`src/rtl/core5_oci_pkg.sv`:
```
// Shared OCI trace definitions: DCT packer state encoding and default geometry.
// Latency: not applicable (types and constants only).
// Backpressure: not applicable.
package core5_oci_pkg;

   // Packer control states.
   typedef enum logic [1:0] {
      DCT_FILL  = 2'd0,
      DCT_EMIT  = 2'd1,
      DCT_ENDED = 2'd2
   } dct_state_t;

   // Default frame geometry: 15 atoms of 2 bits each.
   localparam int DCT_ATOM_W = 2;
   localparam int DCT_DEPTH  = 15;
   localparam int DCT_CNT_W  = 4;

   // Width of the optional dropped-atom counter.
   localparam int DCT_DROP_W = 16;

endpackage

```
`src/rtl/core5_cpu_5_oci_dct_packer.sv`:
```
// Packs trace atoms into DEPTH-atom frames and hands each frame downstream.
// Latency: frame_valid rises the cycle after the filling atom or the flush/end request.
// Backpressure: none to the atom source; atoms seen while a frame waits for frame_ready are dropped.
// Optional macro DCT_DROP_CNT_EN adds the saturating drop_count output.
module core5_cpu_5_oci_dct_packer
   import core5_oci_pkg::*;
#(
   parameter int ATOM_W = DCT_ATOM_W,
   parameter int DEPTH  = DCT_DEPTH,
   parameter int CNT_W  = DCT_CNT_W
) (
   input  logic                     clk,
   input  logic                     reset,
   input  logic                     trace_enable,
   input  logic                     atom_valid,
   input  logic [ATOM_W-1:0]        atom_data,
   input  logic                     flush,
   input  logic                     end_req,
   output logic                     frame_valid,
   input  logic                     frame_ready,
   output logic [ATOM_W*DEPTH-1:0]  frame_data,
   output logic [CNT_W-1:0]         frame_count,
   output logic [ATOM_W*DEPTH-1:0]  dct_buffer,
   output logic [CNT_W-1:0]         dct_count,
`ifdef DCT_DROP_CNT_EN
   output logic [DCT_DROP_W-1:0]    drop_count,
`endif
   output logic                     test_ending,
   output logic                     test_has_ended
);

   localparam int BUF_W = ATOM_W * DEPTH;

   dct_state_t       state;
   logic             end_pending;

   logic             atom_acc;
   logic [CNT_W-1:0] cnt_inc;
   logic             fill_full;
   logic             has_data;
   logic             frame_acc;
   logic             go_ended;
   logic             go_emit;

   // Decode this cycle's atom acceptance and FILL exit conditions.
   always_comb begin
      atom_acc  = atom_valid & trace_enable;
      cnt_inc   = dct_count + CNT_W'(1);
      fill_full = atom_acc && (cnt_inc == CNT_W'(DEPTH));
      // A same-cycle atom counts as data, so it rides along with a flush or end.
      has_data  = (dct_count != '0) || atom_acc;
      frame_acc = (state == DCT_EMIT) && frame_ready;
      go_ended  = (state == DCT_FILL) && end_req && !has_data;
      go_emit   = (state == DCT_FILL) && !go_ended &&
                  (fill_full || ((flush || end_req) && has_data));
   end

   // The frame port is a direct view of the live buffer while EMIT holds it stable.
   always_comb begin
      frame_valid = (state == DCT_EMIT);
      frame_data  = dct_buffer;
      frame_count = dct_count;
   end

   // Shift register: accept atoms only while filling, clear once a frame is taken.
   always_ff @(posedge clk) begin
      if (reset) begin
         dct_buffer <= '0;
         dct_count  <= '0;
      end else if (state == DCT_FILL && atom_acc) begin
         dct_buffer <= {dct_buffer[BUF_W-ATOM_W-1:0], atom_data};
         dct_count  <= cnt_inc;
      end else if (frame_acc) begin
         dct_buffer <= '0;
         dct_count  <= '0;
      end
   end

   // Control FSM plus the end-of-trace handshake flags.
   always_ff @(posedge clk) begin
      if (reset) begin
         state          <= DCT_FILL;
         end_pending    <= 1'b0;
         test_ending    <= 1'b0;
         test_has_ended <= 1'b0;
      end else begin
         case (state)
            DCT_FILL: begin
               if (go_ended) begin
                  // Nothing to flush: end immediately, test_ending pulses one cycle.
                  state       <= DCT_ENDED;
                  test_ending <= 1'b1;
               end else if (go_emit) begin
                  state <= DCT_EMIT;
                  if (end_req) begin
                     end_pending <= 1'b1;
                     test_ending <= 1'b1;
                  end
               end
            end
            DCT_EMIT: begin
               if (frame_ready) begin
                  if (end_pending) begin
                     state          <= DCT_ENDED;
                     end_pending    <= 1'b0;
                     test_ending    <= 1'b0;
                     test_has_ended <= 1'b1;
                  end else begin
                     state <= DCT_FILL;
                  end
               end
            end
            DCT_ENDED: begin
               // Only reached with test_ending still high on the empty-buffer path.
               if (test_ending) begin
                  test_ending    <= 1'b0;
                  test_has_ended <= 1'b1;
               end
            end
            default: begin
               state <= DCT_FILL;
            end
         endcase
      end
   end

`ifdef DCT_DROP_CNT_EN
   // Count atoms that arrive while enabled but cannot be taken; saturates at all-ones.
   always_ff @(posedge clk) begin
      if (reset) begin
         drop_count <= '0;
      end else if (atom_acc && (state != DCT_FILL) && (drop_count != '1)) begin
         drop_count <= drop_count + DCT_DROP_W'(1);
      end
   end
`endif

endmodule
```
`config.mk`:
```
export PLATFORM = sky130hd
export DESIGN_NAME = core5_cpu_5_oci_dct_packer
export DESIGN_NICKNAME = d
export VERILOG_FILES = /design/src/rtl/core5_oci_pkg.sv /design/src/rtl/core5_cpu_5_oci_dct_packer.sv
export SDC_FILE = /design/constraint.sdc
export NUM_CORES = 1
export LEC_CHECK = 0
export CAP_MARGIN = 25
export CORE_ASPECT_RATIO = 1.5
export CORE_MARGIN = 2
export CORE_UTILIZATION = 42
export CTS_CLUSTER_DIAMETER = 60
export DETAILED_ROUTE_END_ITERATION = 10
export PLACE_DENSITY = 0.82
export SYNTH_ARGS = -nofsm -noshare
export SYNTH_HDL_FRONTEND = slang
export SYNTH_SLANG_ARGS = --single-unit
```
`constraint.sdc`:
```
create_clock -name clk -period 1.93 [get_ports clk]
set_input_delay 0.193 -clock clk [delete_from_list [all_inputs] [get_ports clk]]
set_output_delay 0.193 -clock clk [all_outputs]
set_load 0.02 [all_outputs]
```
==> key figures <==
Outcome
  • Outcome: finished, final reports clean

Setup path
  • Crit Path Max Fanout: 34
  • WP data required: 2.16 ns
  • WS Path Type: reg -> reg
  • Critical Path Start Type: flop
  • Worst Setup End Kind: flop
  • Worst path arrival time: 2.08 ns

Placed design
  • Post-DP HPWL: 2790 um
  • Place WS: -0.00455 ns
  • PortBufs: 79
  • Final Wtd Congestion: 0.724

Job
  • Max_cap viols: 0

Logic synthesis
  • Post-Synth XOR/XNOR Area: 0.964%
  • Mapped Area: 1820 sq um
  • Ys async rst share: 0%
  • Mapped Cells: 202
  • Post-synth EDFFs: 0
  • Main combinational cell family by area after synthesis: compound AO/OA/AOI/OAI gates
  • Synth Register Bits: 39
  • Synth cell types: 26
  • Post-Syn Nets: 218
  • YS warnings: 0
  • Synth Area in Compound Gates: 20.2%
  • Sequential area share after synthesis: 43.0%
  • Top FF cell, synth: dfxtp_1
  • Mux share of post-synthesis cell area: 1.10%
  • Syn Area/Cell: 8.99 sq um
  • Post-Synth Simple-Gate Area: 11.6%
  • Synth Area in Adders: 4.82%

Power
  • Clock share of power: 30.1%
  • Combinational fraction of design power: 30.7%
  • Power per Cell Area: 919 nW/um^2
  • Switching power share of the total: 32.0%
  • Flop pwr share: 39.2%
  • Maximum vdd drop: 0.000766 V
  • Int Power: 1580 uW
  • Lkg Pwr: 0.000917 uW
  • NetSw: 743 uW

Route
  • WL final: 4130 um
  • Top Metal Used: met4
  • Routed wl met2: 2190 um
  • Wire per inst: 14.0 um
  • Met1 Routed Length: 1660 um
  • Vias/cell: 5.19
  • Metal3 WL: 197 um
  • Vias post-DR: 1537
  • Drc violations: 0
  • Post-DRT Antenna Nets: 0
  • Drt pass-1 iters: 4
  • Initial drt markers: 47

Layout
  • N_diodes: 0
  • Ratio of cells with drive above 1 in the final layout: 8.40%
  • Commonest non-fill, non-tap cell in the layout: clkdlybuf4s50_1
  • Synthesis-to-finish area growth: 39.3%
  • Most frequent cells in the layout: clkdlybuf4s50_1, dfxtp_1, nor2_1, a22oi_1, a21oi_1
  • Fill cells: 367
  • Area taken by multi-input logic gates: 707 sq um
  • Final Net Count: 265
  • FF+latch area: 782 sq um

Clocking
  • Hold buffer count at cts: 0
  • Clk buf depth: 2
  • Clock sinks: 39
  • # Post-CTS Setup Buffers: 0
  • Clock Tree Root: clkbuf_8
  • H-tree depth: 2
  • TritonCTS clock tree: done
  • Skew-Pair Late Insertion Delay: 0.29 ns
  • Num CTS Buffers: 5
  • Clk slew on worst S/H paths: 0.07 ns

Global routing
  • First-pass GRT wire length: 6550 um
  • Initial antenna violation count: 0
  • Grt ovf: 0
  • Overall routing resource usage: 17.0%
  • Largest net degree at the start of global routing: 40
  • Vias in the first global route: 1462

Timing
  • Tcrit/Tclk final: 95.9%
  • Max-slew violations: 0
  • Setup TNS: 0 ns
  • Worst Tran Pin Value: 0.877 ns
  • Final Hold Viols: 0
  • Fmax: 0.540 GHz
  • Hold WS: 0.467 ns
  • Setup violators final: 0
  • RSZ-0062 raised after global routing: yes
  • Clock Skew: 0.00418 ns
  • Setup ws final: 0.0794 ns
  • Max-slew headroom: 41.4%
  • Minimum clock period: 1.85 ns

Floorplan
  • Row count: 29
  • Die H: 84.6 um
  • Die area: 4880 sq um
  • Ports: 80
  • Core box area: 4210 sq um
  • Initial core utilization: 43.2%
  • Die Span X: 57.7 um

Min path
  • Hold crit path type: reg -> reg
[state kept, by name (all words and copies together), names as in the netlist]
register	count
dct_count	4
dct_buffer	30
test_has_ended	1
end_pending	1
test_ending	1
state	2
[repair_timing]
item | CTS | global route
endpoints found under the hold margin | 0 | 0
setup endpoints to repair | 1 | 35
resized for setup | 1 | 2
[critical path, cell delays in order (launching register included)]
cell and delay (ns):
dfxtp_2 0.36, inv_1 0.06, ha_1 0.19, and3_1 0.18, a21oi_4 0.68, a22oi_1 0.21
nor2_1 0.11
[Yosys cell counts, types with 5 or more instances]
library cell / n / area, sq um
inv_1: 6 / 22.5
dfxtp_1: 39 / 781
nand2_1: 6 / 22.5
buf_4: 34 / 255
nor2_1: 37 / 139
buf_2: 7 / 35.0
clkbuf_1: 5 / 18.8
a22oi_1: 32 / 240
a21oi_1: 8 / 40.0
ha_1: 7 / 87.6
[per-stage QoR]
step / instance area (sq um) / power, uW / util (%) / instances
after floorplan: 1820 / 1410 / - / 202
after global placement: 2410 / 1630 / 57.2 / 288
after detailed placement: 2410 / 1640 / 57.2 / 288
after CTS: 2530 / 2340 / 60.0 / 296
after global routing: 2530 / 2460 / 60.1 / 296
final: 2530 / 2320 / 60.1 / 296
[cell type report]
class | instances | share of cell area [%]
Multi-Input combinational cell | 111 | 27.9
Sequential cell | 39 | 30.9
Tap cell | 46 | 2.27
Clock inverter | 2 | 1.38
Clock buffer | 6 | 3.26
Timing Repair Buffer | 86 | 33.3
Inverter | 6 | 0.890
[routing by layer]
layer | vias up | track usage, %
met5 | - | 0
met2 | 42 | 30.2
met4 | 0 | 8.88
met1 | 736 | 17.9
met3 | 9 | 4.01
li1 | 750 | -
[cell families (layout without fill, tap and decap cells)]
| group | after synthesis | after routing |
|---|---|---|
| XOR/XNOR | 2 | 2 |
| flip-flops | 39 | 39 |
| multiplexers | 2 | 2 |
| AO/OA/AOI/OAI | 49 | 49 |
| buffers and inverters | 52 | 100 |
| AND/OR/NAND/NOR | 51 | 51 |
| adder cells (fa/ha/maj) | 7 | 7 |
[power by group through the flow]
stage	Clock, uW	Sequential, uW	Combinational (uW)
6_report	699	911	714
5_1_grt	747	923	787
4_1_cts	717	911	712
3_5_place_dp	0	929	708
3_3_place_gp	0	925	702
2_1_floorplan	0	962	447
[worst paths after layout]
| kind | start | endpoint | slack [ns] | cells after the start |
|---|---|---|---|---|
| min reg2reg | test_has_ended | test_has_ended | 0.47 | 2 |
| max | state[1] | dct_count[3] | 0.08 | 6 |
| max reg2reg | state[1] | dct_count[3] | 0.08 | 6 |
| min | test_has_ended | test_has_ended | 0.47 | 2 |
Note: power is estimated with default switching activity, not from simulation.
